### src/rtl/instr_encoder.sv
// instr_encoder: captures instruction fields, encodes a MIPS word and hands it downstream with valid/ready
module instr_encoder (
   input  logic        clk,
   input  logic        reset,
   input  logic        start,
   input  logic [3:0]  op_sel,
   input  logic [4:0]  rs,
   input  logic [4:0]  rt,
   input  logic [4:0]  rd,
   input  logic [15:0] imm,
   input  logic [25:0] target,
   input  logic        out_ready,
   output logic [31:0] instr,
   output logic        instr_valid,
   output logic [7:0]  instr_addr,
   output logic        busy,
   output logic        err,
   output logic        full
);
   typedef enum logic [1:0] {IDLE, ENCODE, VALID} state_t;
   state_t      state_q;
   logic [3:0]  op_q;
   logic [4:0]  rs_q, rt_q, rd_q;
   logic [15:0] imm_q;
   logic [25:0] target_q;
   logic [31:0] instr_q, instr_d;
   logic        op_ok_d;
   logic        instr_valid_q, err_q, full_q;
   logic [7:0]  addr_q;
   // Encode the captured fields; op_ok_d drops for the unused op_sel codes
   always_comb begin
      instr_d = 32'd0;
      op_ok_d = 1'b1;
      case (op_q)
         4'd0:    instr_d = {6'b000000, rs_q, rt_q, rd_q, 5'b00000, 6'b100000};
         4'd1:    instr_d = {6'b000000, rs_q, rt_q, rd_q, 5'b00000, 6'b100010};
         4'd2:    instr_d = {6'b001000, rs_q, rt_q, imm_q};
         4'd3:    instr_d = {6'b001100, rs_q, rt_q, imm_q};
         4'd4:    instr_d = {6'b100011, rs_q, rt_q, imm_q};
         4'd5:    instr_d = {6'b101011, rs_q, rt_q, imm_q};
         4'd6:    instr_d = {6'b000100, rs_q, rt_q, imm_q};
         4'd7:    instr_d = {6'b000101, rs_q, rt_q, imm_q};
         4'd8:    instr_d = {6'b000010, target_q};
         default: op_ok_d = 1'b0;
      endcase
   end
   // Control FSM with registered outputs; a pending word is dropped on reset
   always_ff @(posedge clk) begin
      if (reset) begin
         state_q       <= IDLE;
         op_q          <= 4'd0;
         rs_q          <= 5'd0;
         rt_q          <= 5'd0;
         rd_q          <= 5'd0;
         imm_q         <= 16'd0;
         target_q      <= 26'd0;
         instr_q       <= 32'd0;
         instr_valid_q <= 1'b0;
         addr_q        <= 8'd0;
         err_q         <= 1'b0;
         full_q        <= 1'b0;
      end else begin
         err_q <= 1'b0;
         case (state_q)
            IDLE: if (start && !full_q) begin
               op_q     <= op_sel;
               rs_q     <= rs;
               rt_q     <= rt;
               rd_q     <= rd;
               imm_q    <= imm;
               target_q <= target;
               state_q  <= ENCODE;
            end
            ENCODE: if (op_ok_d) begin
               instr_q       <= instr_d;
               instr_valid_q <= 1'b1;
               state_q       <= VALID;
            end else begin
               err_q   <= 1'b1;
               state_q <= IDLE;
            end
            VALID: if (out_ready) begin
               instr_valid_q <= 1'b0;
               addr_q        <= addr_q + 8'd1;
               full_q        <= full_q | (addr_q == 8'hFF);
               state_q       <= IDLE;
            end
            default: state_q <= IDLE;
         endcase
      end
   end
   assign instr       = instr_q;
   assign instr_valid = instr_valid_q;
   assign instr_addr  = addr_q;
   assign busy        = state_q != IDLE;
   assign err         = err_q;
   assign full        = full_q;
endmodule

### config.mk
export PLATFORM = sky130hd
export DESIGN_NAME = instr_encoder
export DESIGN_NICKNAME = d
export VERILOG_FILES = /design/src/rtl/instr_encoder.sv
export SDC_FILE = /design/constraint.sdc
export NUM_CORES = 1
export LEC_CHECK = 0
export ABC_AREA = 1
export CAP_MARGIN = 20
export CORE_MARGIN = 2
export CORE_UTILIZATION = 55
export CTS_BUF_LIST = sky130_fd_sc_hd__clkbuf_2
export DETAILED_ROUTE_END_ITERATION = 8
export PLACE_DENSITY_LB_ADDON = 0.08
export SLEW_MARGIN = 20
export SYNTH_ARGS = -nofsm -noshare
export SYNTH_HDL_FRONTEND = slang
export SYNTH_SLANG_ARGS = --single-unit
### constraint.sdc
create_clock -name clk -period 2.7 [get_ports clk]
set_clock_uncertainty 0.1 [all_clocks]
set_input_delay 0.27 -clock clk [delete_from_list [all_inputs] [get_ports clk]]
set_output_delay 0.27 -clock clk [all_outputs]
set_load 0.01 [all_outputs]
Word-level counts from Yosys, hierarchy flattened

Cells that the tools add are included.

Word-level logic and storage cells: 52
Register bits: 106
Input port bits: 65
Output and inout port bits: 44

Add/subtract/negate cells: 1
Equality and inequality tests: 14
Bitwise operators: 2
Multiplexer cells: 10
Reduce and logical (&&, ||, !) cells: 13

Operators with widths:

| cell                  | count |
|---|---|
| $pmux W32 S9          | 1 |
| $eq A4 B3 Y1 const B  | 4 |
| $reduce_or A9 Y1      | 1 |
| $add A8 B1 Y8 const B | 1 |
| $eq A4 B2 Y1 const B  | 2 |
| $eq A8 B8 Y1 const B  | 1 |
| $reduce_and A2 Y1     | 4 |
| $mux W2               | 3 |
| $ne A2 B2 Y1 const B  | 3 |
| $pmux W2 S3           | 1 |
| $eq A4 B1 Y1 const B  | 1 |
| $eq A4 B4 Y1 const B  | 1 |
| $logic_not A4 Y1      | 1 |
| $mux W1               | 4 |
| $reduce_bool A2 Y1    | 2 |
| $reduce_and A3 Y1     | 1 |
| $eq A2 B1 Y1 const B  | 1 |
| $eq A2 B2 Y1 const B  | 1 |
| $logic_not A2 Y1      | 1 |
| $pmux W1 S2           | 1 |
| $reduce_or A2 Y1      | 1 |
| $logic_and A1 B1 Y1   | 1 |
| $logic_not A1 Y1      | 1 |
| $not A1 Y1            | 1 |
| $or A1 B1 Y1          | 1 |

Longest topological paths before layout

Depth after elaboration: 5
Gate-level depth with buffers: 8
Mapped depth without buffers: 7

Worst setup path before layout

Ideal clock, no wire load.

Kind: flip-flop to flip-flop
Start: register state_q[1]
End: register op_q[1]
Library setup time: 0.121 ns
Setup slack: 1.369 ns
Stages on the path, launching flop included: 7
Arrival time: 1.110 ns
Required time: 2.479 ns
Path buffers: 2
Clock period less this slack: 1.331 ns
Cell sequence: dfxtp_1 -> nor2_1 -> nand3_1 -> buf_4 -> buf_2 -> o21ai_0 -> a21oi_1

Cells in the longest elaborated chain, start to end: 2

RTL lines:

| item                               | RTL line | source |
|---|---|---|
| from (decl)                        | 21       | `state_t state_q;` |
| from (signal assigned)             | 50       | `state_q <= IDLE;` |
| from (signal assigned)             | 72       | `state_q <= ENCODE;` |
| from (signal assigned)             | 77       | `state_q <= VALID;` |
| $logic_not A2 Y1                   | 64       | `case (state_q)` |
| $reduce_and A2 Y1 (no source line) | -        |  |
| to (signal assigned)               | 66       | `op_q <= op_sel;` |
| to (decl)                          | 22       | `logic [3:0] op_q;` |

No other way between the ends.
A chain may end at the register's enable or synchronous reset.

Worst setup path in the final report

Start: register state_q[1]
End: output busy

Cells in the longest elaborated chain, start to end: 1

RTL lines:

| item               | RTL line | source |
|---|---|---|
| $reduce_bool A2 Y1 | 95       | `assign busy = state_q != IDLE;` |
| to (decl)          | 16       | `output logic busy,` |

No other way between the ends.

==> flow_summary.yaml <==
run_status:
  status: "completed"
final_layout:
  stdcell_area_mm2: 0.005649
  nets: 771
  diodes: 0
  area_growth_pct: 28.19
  seq_area_mm2: 0.002102
  layout_commonest_cell: "clkdlybuf4s50_1"
  mostFrequentLayoutCells: "clkdlybuf4s50_1, dfxtp_1, inv_1, nand2_1, o21ai_0"
  drive_gt1_share_pct: 4.372
  fill_cells: 635
  multi_input_area_mm2: 0.001735
clock_tree:
  numClockSinks: 105
  cts.htree.levels: 3
  postCtsSetupRepairBufs: 0
  hold_buffers: 0
  numCtsBuffers: 9
  cts.path.max_buffers: 2
  insertion_delay_ns: 0.55
  path_clk_slew_ns: 0.27
  cts-root-buf: "clkbuf_2"
  cts_tree: "yes"
  post_cts_resized: 0
global_routing:
  antenna_found_initial: 0
  overflow: 0
  grt_pass1_wl_mm: 17.03
  grt_pass1_vias: 3896
  track_usage_pct: 24.21
  grt_max_degree: 77
setup_path:
  cp_data_required_time_ns: 2.33
  cp_slowest_stage_delay_ns: 0.47
  cp_slowest_cell: "clkdlybuf4s50_1"
  cp-end-kind: "primary output"
  cp_max_fo: 5
  critPathKind: "flop to primary output"
  crit_path_start_kind: "flop"
  path_cells: "nor2_1 -> inv_1 -> clkdlybuf4s50_1"
  arrival_ns: 1.74
timing:
  post-route-period-util_pct: 78.01
  fmax_mhz: 474.8
  layout_min_cycle_time_ns: 2.106
  worstMarginPinSlew_ns: 0.6001
  rsz0062_at_grt: "no"
  slew_headroom_pct: 59.99
  setup-tns-final_ns: 0
  finalSetupViolations: 0
  final_hold_viol_count: 0
  slew_viol_final: 0
logic_synthesis:
  synth_cell_types: 26
  syn_nets: 684
  synth_seq_area_share_pct: 47.70
  netlist_instances: 618
  synth_warnings: 0
  netlist_area_mm2: 0.004407
  ys_ff_latch: 105
  syn_area_per_cell_um2: 7.131
placement:
  hpwl_mm: 7.037
  place_congestion: 0.8219
  placed_area_mm2: 0.005473
  port_buffers: 107
routing:
  drcViolationCount: 0
  viasPerCell: 5.072
  drtIter0Drc: 211
  wl_mm: 10.22
  drt_pass1_iterations: 5
  wire_per_inst_um: 12.61
  postRouteAntennaNets: 0
  vias: 4113
die:
  die_area_mm2: 0.008744
  io_pins: 109
  core_mm2: 0.007727
  initial_core_util_pct: 57.03
  rows: 32
  die_h_um: 93.51
  die_w_um: 93.51
job:
  maxCapViolCount: 0
power:
  peakVddDrop_uv: 285.0
  leakagePower_nw: 2.362
  power_density_mw_per_mm2: 591.4
hold_path:
  hp-class: "input pin to flop"
==> layer usage <==
metal / vias up / track usage, % / part of all wire [%]
met5: - / 0 / 0
met4: 0 / 9.069 / 2.1
met3: 20 / 3.384 / 4.6
met2: 116 / 41.85 / 50
met1: 1872 / 30.60 / 44
li1: 2105 / - / -
==> per-stage QoR <==
| step | util, % | hold slack (ns) | instances | power, mW | worst slack [ns] |
|---|---|---|---|---|---|
| CTS | 73.11 | 0.1912 | 811 | 3.352 | 0.5755 |
| global placement | 70.82 | 0.3337 | 796 | 2.369 | 0.6638 |
| detailed placement | 70.82 | 0.3381 | 796 | 2.396 | 0.6170 |
| global route | 73.11 | 0.1874 | 811 | 3.506 | 0.4507 |
| floorplan | - | 0.3236 | 618 | 2.139 | 1.369 |
| finish | 73.11 | 0.2105 | 811 | 3.341 | 0.5937 |
==> final timing paths <==
kind / start / cells after the start / end / slack [ns]
max: state_q[1] / 3 / busy / 0.59
min: rs[4] / 3 / rs_q[4] / 0.21
max reg2reg: op_q[3] / 6 / instr[11] / 0.70
min reg2reg: imm_q[11] / 2 / imm_q[11] / 0.36
==> sequential cells by signal, summed over array words and instances, names as in the netlist <==
signal,count
err,1
full,1
imm_q,16
instr,31
instr_addr,8
instr_valid,1
op_q,4
rd_q,5
rs_q,5
rt_q,5
state_q,2
target_q,26
==> area by class of cell <==
type	count	share of cell area (%)
clock buffer	9	0.7973
clock inverter	6	2.326
inverter	103	6.844
multi-input combinational	374	30.72
sequential	105	37.21
tap	102	2.259
timing repair buffer	112	19.85
==> synthesized netlist by cell type <==
library cell,instances,area share (%)
ha_1,1,0.28
nand2_2,1,0.14
nand3_1,27,3.1
clkbuf_1,13,1.1
a21oi_2,1,0.20
nor3_1,1,0.11
xor2_1,1,0.20
dfxtp_1,105,48
a21oi_1,74,8.4
buf_4,5,0.85
nor2_1,71,6.0
nor2_4,2,0.51
nand4_1,1,0.14
o21a_1,1,0.17
nand2_1,97,8.3
conb_1,1,0.085
nor2_2,2,0.28
o22ai_1,10,1.4
o211ai_1,1,0.17
buf_6,3,0.77
o21ai_0,78,8.9
inv_2,2,0.17
nand2_4,2,0.51
inv_1,101,8.6
o21ai_1,2,0.23
buf_2,15,1.7
==> worst max-delay path, delay by kind of cell (launching register included) <==
kind,cells,cell delay [ns]
AND/OR/NAND/NOR,1,0.23
buffers and inverters,2,0.53
flip-flops,1,0.42
==> where the power goes <==
| group | internal, mW | leakage (nW) | switching (mW) |
|---|---|---|---|
| Sequential | 1.68 | 0.865 | 0.0627 |
| Combinational | 0.284 | 1.40 | 0.342 |
| Clock | 0.483 | 0.0956 | 0.490 |
==> kinds of logic (layout without fill, tap and decap cells) <==
| group | count (synthesis) | count (layout) | synth area share (%) |
|---|---|---|---|
| AND/OR/NAND/NOR | 204 | 204 | 19.08 |
| AO/OA/AOI/OAI | 167 | 167 | 19.45 |
| buffers and inverters | 139 | 230 | 13.20 |
| flip-flops | 105 | 105 | 47.70 |
| adder cells (fa/ha/maj) | 1 | 1 | 0.2839 |
| other | 1 | 1 | 0.08510 |
| XOR/XNOR | 1 | 1 | 0.1988 |
No activity file was read; power rests on OpenSTA's default activity.
